**src/rtl/spi_deserializer.sv**
```systemverilog
// spi_deserializer
// Receives one DATA_SIZE-bit word per active-low chip-select frame, LSB first,
// sampling the data line on serial-clock rising edges. Completed words are
// offered on o_Data with a valid/acknowledge handshake. Frames of the wrong
// length raise a one-cycle o_Frame_Error pulse. Good words that arrive while the
// previous word is unacknowledged are dropped and raise a one-cycle o_Overrun pulse.
//
// Build option: define DESER_SYNC_EN to put a two-flop synchroniser on every
// serial input. Define it for sources that are asynchronous to i_Clock. When
// DESER_SYNC_EN is left undefined, each input passes through a single register.
// That is only safe when the serial source is clocked from i_Clock.

module spi_deserializer #(
    parameter int DATA_SIZE = 32
) (
    input  logic                 i_Clock,
    input  logic                 i_Reset,
    input  logic                 i_CS,
    input  logic                 i_SCLK,
    input  logic                 i_MOSI,
    input  logic                 i_Ack,
    output logic [DATA_SIZE-1:0] o_Data,
    output logic                 o_Valid,
    output logic                 o_Frame_Error,
    output logic                 o_Overrun
);

    // The counter must reach DATA_SIZE+1 so that long frames saturate there
    // instead of wrapping back onto DATA_SIZE.
    localparam int CNT_W = $clog2(DATA_SIZE) + 1;
    localparam logic [CNT_W-1:0] CNT_FULL = CNT_W'(DATA_SIZE);
    localparam logic [CNT_W-1:0] CNT_SAT  = CNT_W'(DATA_SIZE + 1);

    typedef enum logic {
        IDLE  = 1'b0,
        SHIFT = 1'b1
    } state_t;

    state_t state, state_next;

    logic cs_cur, sclk_cur, mosi_cur;
    logic cs_prev, sclk_prev;

    logic [DATA_SIZE-1:0] shift_reg;
    logic [CNT_W-1:0]     bit_cnt;

    logic cs_fall, cs_rise, sclk_rise;
    logic clear_frame, shift_en, frame_end;
    logic word_load, word_drop, frame_bad;

`ifdef DESER_SYNC_EN
    logic cs_meta, sclk_meta, mosi_meta;

    // Two-flop synchroniser on each serial input. The data line goes through the
    // same stages so that it stays aligned with the serial clock.
    always_ff @(posedge i_Clock) begin
        if (i_Reset) begin
            cs_meta   <= 1'b0;
            sclk_meta <= 1'b0;
            mosi_meta <= 1'b0;
            cs_cur    <= 1'b0;
            sclk_cur  <= 1'b0;
            mosi_cur  <= 1'b0;
        end else begin
            // NOTE: non-blocking assignments let the two stages shift together.
            // With blocking assignments the stages would collapse into one.
            cs_meta   <= i_CS;
            sclk_meta <= i_SCLK;
            mosi_meta <= i_MOSI;
            cs_cur    <= cs_meta;
            sclk_cur  <= sclk_meta;
            mosi_cur  <= mosi_meta;
        end
    end
`else
    // Single capture register per serial input. The source must be on i_Clock.
    always_ff @(posedge i_Clock) begin
        if (i_Reset) begin
            cs_cur   <= 1'b0;
            sclk_cur <= 1'b0;
            mosi_cur <= 1'b0;
        end else begin
            cs_cur   <= i_CS;
            sclk_cur <= i_SCLK;
            mosi_cur <= i_MOSI;
        end
    end
`endif

    // Previous-sample registers used for edge detection. CS resets to 0, so a
    // chip select that is held low through reset never appears as a falling edge.
    always_ff @(posedge i_Clock) begin
        if (i_Reset) begin
            cs_prev   <= 1'b0;
            sclk_prev <= 1'b0;
        end else begin
            cs_prev   <= cs_cur;
            sclk_prev <= sclk_cur;
        end
    end

    assign cs_fall   =  cs_prev && !cs_cur;
    assign cs_rise   = !cs_prev &&  cs_cur;
    assign sclk_rise = !sclk_prev && sclk_cur;

    // State register
    always_ff @(posedge i_Clock) begin
        if (i_Reset) state <= IDLE;
        else         state <= state_next;
    end

    // Next-state logic: a frame opens on a CS falling edge and closes on a CS rising edge
    always_comb begin
        // NOTE: assigning a default first keeps this logic combinational on every path.
        // Without the default, a synthesis tool would infer a latch.
        state_next = state;
        case (state)
            IDLE:    if (cs_fall) state_next = SHIFT;
            SHIFT:   if (cs_rise) state_next = IDLE;
            default: state_next = IDLE;
        endcase
    end

    // Output and event decode for the current state
    always_comb begin
        clear_frame = 1'b0;
        shift_en    = 1'b0;
        frame_end   = 1'b0;
        case (state)
            IDLE: clear_frame = cs_fall;
            SHIFT: begin
                shift_en  = sclk_rise && !cs_cur;
                frame_end = cs_rise;
            end
            default: ;
        endcase
    end

    assign word_load = frame_end && (bit_cnt == CNT_FULL) && (!o_Valid || i_Ack);
    assign word_drop = frame_end && (bit_cnt == CNT_FULL) &&   o_Valid && !i_Ack;
    assign frame_bad = frame_end && (bit_cnt != CNT_FULL);

    // Shift register and saturating bit counter. Bits arrive LSB first and enter at the top.
    always_ff @(posedge i_Clock) begin
        if (i_Reset) begin
            shift_reg <= '0;
            bit_cnt   <= '0;
        end else if (clear_frame) begin
            shift_reg <= '0;
            bit_cnt   <= '0;
        end else if (shift_en) begin
            shift_reg <= {mosi_cur, shift_reg[DATA_SIZE-1:1]};
            if (bit_cnt != CNT_SAT) bit_cnt <= bit_cnt + CNT_W'(1);
        end
    end

    // Word output, valid/ack handshake and one-cycle status pulses
    always_ff @(posedge i_Clock) begin
        if (i_Reset) begin
            o_Data        <= '0;
            o_Valid       <= 1'b0;
            o_Frame_Error <= 1'b0;
            o_Overrun     <= 1'b0;
        end else begin
            o_Frame_Error <= frame_bad;
            o_Overrun     <= word_drop;
            if (word_load) begin
                o_Data  <= shift_reg;
                o_Valid <= 1'b1;
            end else if (o_Valid && i_Ack) begin
                o_Valid <= 1'b0;
            end
        end
    end

endmodule

```
**config.mk**
```make
export PLATFORM = sky130hd
export DESIGN_NAME = spi_deserializer
export DESIGN_NICKNAME = d
export VERILOG_FILES = /design/src/rtl/spi_deserializer.sv
export SDC_FILE = /design/constraint.sdc
export NUM_CORES = 1
export LEC_CHECK = 0
export CAP_MARGIN = 20
export CORE_MARGIN = 2
export CORE_UTILIZATION = 58
export CTS_CLUSTER_SIZE = 8
export DETAILED_ROUTE_END_ITERATION = 8
export GPL_TIMING_DRIVEN = 0
export HOLD_SLACK_MARGIN = 0.05
export MAX_ROUTING_LAYER = met4
export PLACE_DENSITY = 0.84
export SETUP_SLACK_MARGIN = 0.02
export SLEW_MARGIN = 5
export SYNTH_ARGS = -nofsm -noshare
export SYNTH_HDL_FRONTEND = slang
export SYNTH_SLANG_ARGS = --single-unit
```
**constraint.sdc**
```tcl
create_clock -name i_Clock -period 2.9 [get_ports i_Clock]
set_clock_uncertainty 0.15 [all_clocks]
set_input_delay 0.29 -clock i_Clock [delete_from_list [all_inputs] [get_ports i_Clock]]
set_output_delay 0.29 -clock i_Clock [all_outputs]
set_load 0.01 [all_outputs]
```
==> out/qor.csv <==
metric;value;unit
CP startpoint kind;input pin;
Nets;405;
die width;76.55;µm
syn_nets;354;
gr ovfl total;0;
largest family of logic cells by synthesized area;simple AND/OR/NAND/NOR gates;
DR iter-0 viols;166;
CP required;2980;ps
# resized after CTS;0;
post-route ant nets;0;
Slew @ Worst Pin;467.3;ps
largest net degree at the start of global routing;13;
CTS sink count;79;
CP startpoint;i_Reset;
Die Y;76.55;µm
net load switching power;410.0;µW
power per cell area;522.8;mW/mm²
post-CTS setup buffer count;0;
RD Place Congestion;0.7672;
Avg Inst Size Synth;8.849;µm²
critical path type;in -> reg;
status;finished clean;
Rows;26;
ys flop type;dfxtp_1;
Crit path max-delay family;buffers and inverters;
Synth Area in Adders;1.230;%
Leak;1.188;nW
Fin. Hold Viols;0;
Synth Area in XOR/XNOR;0;%
Num CTS Buffers;9;
clock root buffer;clkbuf_8;
layout cells sized above 1;7.500;%
number of enable flip-flop cells after synthesis;0;
CP Capture Type;register;
mux share of post-synthesis cell area;11.15;%
type of the worst min-delay path;reg -> reg;
Power Internal;1.545;mW
FF-to-FF setup slack;1110;ps
antenna violations before repair;0;
Initial DRT Pass Iterations;4;
end of the critical path;o_Data[20]$_SDFFE_PP0P_;
Compound-Gate Fraction of Synth Area;7.992;%
H-tree depth;3;
Final Max Slew Viols;0;
vias in the first global route;2246;
CTS tree;yes;
Setup TNS;0;ps
Hold Buf Count CTS;0;
reg-to-reg critical path endpoint;o_Data[4]$_SDFFE_PP0P_;
Slew headroom;68.85;%
Crit. path cell count;6;
Final Critical Period;1849;ps
max-cap violation count;0;
Initial Util;59.77;%
#FFs+latches synth;79;
Logic pwr share;2.7;%
first-pass GRT wire length;10030;µm
clock share of power;41.5;%
CTS max path bufs;2;
number of buffer and inverter stages on the critical path;4;
Vias/cell;5.136;
Clock transition at path regs;80;ps
via count;2414;
# diodes;0;
total power;1.955;mW
Ports;41;
post-synthesis cell area;0.003053;mm²
count of cell types in the netlist;30;
crit share post-route;63.78;%
drt wl/cell;12.44;µm
Yosys warning count;0;
Tot GR Track Use;21.81;%
f_max;0.5407;GHz
core area;0.005107;mm²
asr flop ratio synth;0;%
DRC violations left;0;
Worst Reg-to-Reg Cells;5;
worst skew pair latency;350;ps
die footprint;0.005860;mm²
final setup fails;0;
r2r startpoint;bit_cnt[2]$_SDFFE_PP0P_;
DP HPWL;3964;µm
critical-path cell list;clkdlybuf4s50_1 > clkinv_1 > buf_2 > buf_1 > nand2_1 > mux2i_1;
Buffers on Ports;40;
critical path's largest stage delay;670;ps
RSZ-0062 raised after global routing;no;
post-synthesis simple-gate area fraction;21.93;%
CP max FO;10;
final wirelength;5848;µm
Data arrival, critical path;1930;ps
post-synthesis sequential area ratio;51.80;%
switch share;20.97;%
area grow syn2layout;22.46;%
VDD IR-drop max;353.8;µV
slowest cell on the critical path;clkdlybuf4s50_1;
sequential cell fraction of total power;55.8;%
Cells after Synth;345;
hold depth;2;
==> through the flow <==
| step | utilization, % | setup slack, ps | hold slack, ps | cell area [µm²] | cells |
|---|---|---|---|---|---|
| finish | 73.20 | 1051 | 302.0 | 3739 | 470 |
| CTS | 73.20 | 1021 | 299.8 | 3739 | 470 |
| floorplan | - | 1336 | 206.7 | 3053 | 345 |
| global route | 73.20 | 870.6 | 329.6 | 3739 | 470 |
| detailed placement | 69.33 | 651.4 | 288.2 | 3541 | 455 |
| global placement | 69.33 | 696.1 | 290.9 | 3541 | 455 |
==> power by group through the flow <==
stage	clock network [mW]	logic, mW	registers [mW]
after floorplan	0	0.0336	1.12
after detailed placement	0	0.0527	1.12
after global routing	0.873	0.0583	1.09
final	0.810	0.0527	1.09
after global placement	0	0.0519	1.12
after CTS	0.827	0.0529	1.09
==> area by class of cell <==
type | count | area [µm²]
Sequential cell | 79 | 1582
Fill cell | 412 | 1369
Multi-Input combinational cell | 238 | 1291
Timing Repair Buffer | 40 | 400.4
Buffer | 23 | 161.4
Clock buffer | 12 | 155.1
Tap cell | 70 | 87.58
Clock inverter | 3 | 42.54
Inverter | 5 | 18.77
==> synth_stat cells, types with 2 or more instances <==
cell	number	area [µm²]
buf_1	2	7.510
a21oi_1	38	190.2
buf_4	3	22.52
nor2b_1	4	25.02
o21ai_0	4	20.02
nor2_1	2	7.510
or4_1	2	15.01
buf_12	3	60.06
nand3_1	6	30.03
nand2_1	131	491.7
nor4bb_1	2	20.02
inv_1	4	15.01
clkbuf_1	8	30.03
buf_2	6	30.03
o31ai_1	2	15.01
mux2i_1	34	340.3
dfxtp_1	79	1582
ha_1	3	37.54
==> kinds of logic (layout without fill, tap and decap cells) <==
group / Yosys count / after routing
compound gates: 46 / 46
fa+ha+maj: 3 / 3
buf+inv: 28 / 83
flops: 79 / 79
mux: 34 / 34
simple gates: 155 / 155
==> layout by cell type, fill, tap and decap left out, types with 3 or more instances in the layout <==
cell	synthesis	final
clkbuf_8	0	11
clkbuf_1	8	9
buf_2	6	6
o21ai_0	4	4
dfxtp_1	79	79
mux2i_1	34	34
ha_1	3	3
buf_4	3	3
nor2b_1	4	4
nand2_1	131	131
nand3_1	6	6
inv_1	4	4
buf_12	3	3
a21oi_1	38	38
clkdlybuf4s50_1	0	40
==> per-layer routing <==
layer / wire length [µm] / GRT usage, % / vias to the layer above
met5: 0 / - / -
li1: - / - / 1228
met2: 2860 / 35.49 / 55
met4: 116 / 10.36 / 0
met3: 224 / 4.265 / 10
met1: 2646 / 26.10 / 1121
==> worst min path at each step <==
stage                                        from                    endpoint  slack (ps)
after floorplan                           i_Reset          cs_prev$_SDFF_PP0_         210
after global placement    o_Data[16]$_SDFFE_PP0P_     o_Data[16]$_SDFFE_PP0P_         290
after detailed placement      mosi_cur$_SDFF_PP0_  shift_reg[31]$_SDFFE_PP0P_         290
after CTS                     mosi_cur$_SDFF_PP0_  shift_reg[31]$_SDFFE_PP0P_         300
after global routing      o_Data[18]$_SDFFE_PP0P_     o_Data[18]$_SDFFE_PP0P_         330
final                         mosi_cur$_SDFF_PP0_  shift_reg[31]$_SDFFE_PP0P_         300
==> worst reg2reg max path, stage by stage (launching register included) <==
cell and delay, ps:
dfxtp_1 360, nor4b_4 390, and4_1 270, buf_6 150, buf_12 150, mux2i_1 240
Power figures use the tool's default switching activity.
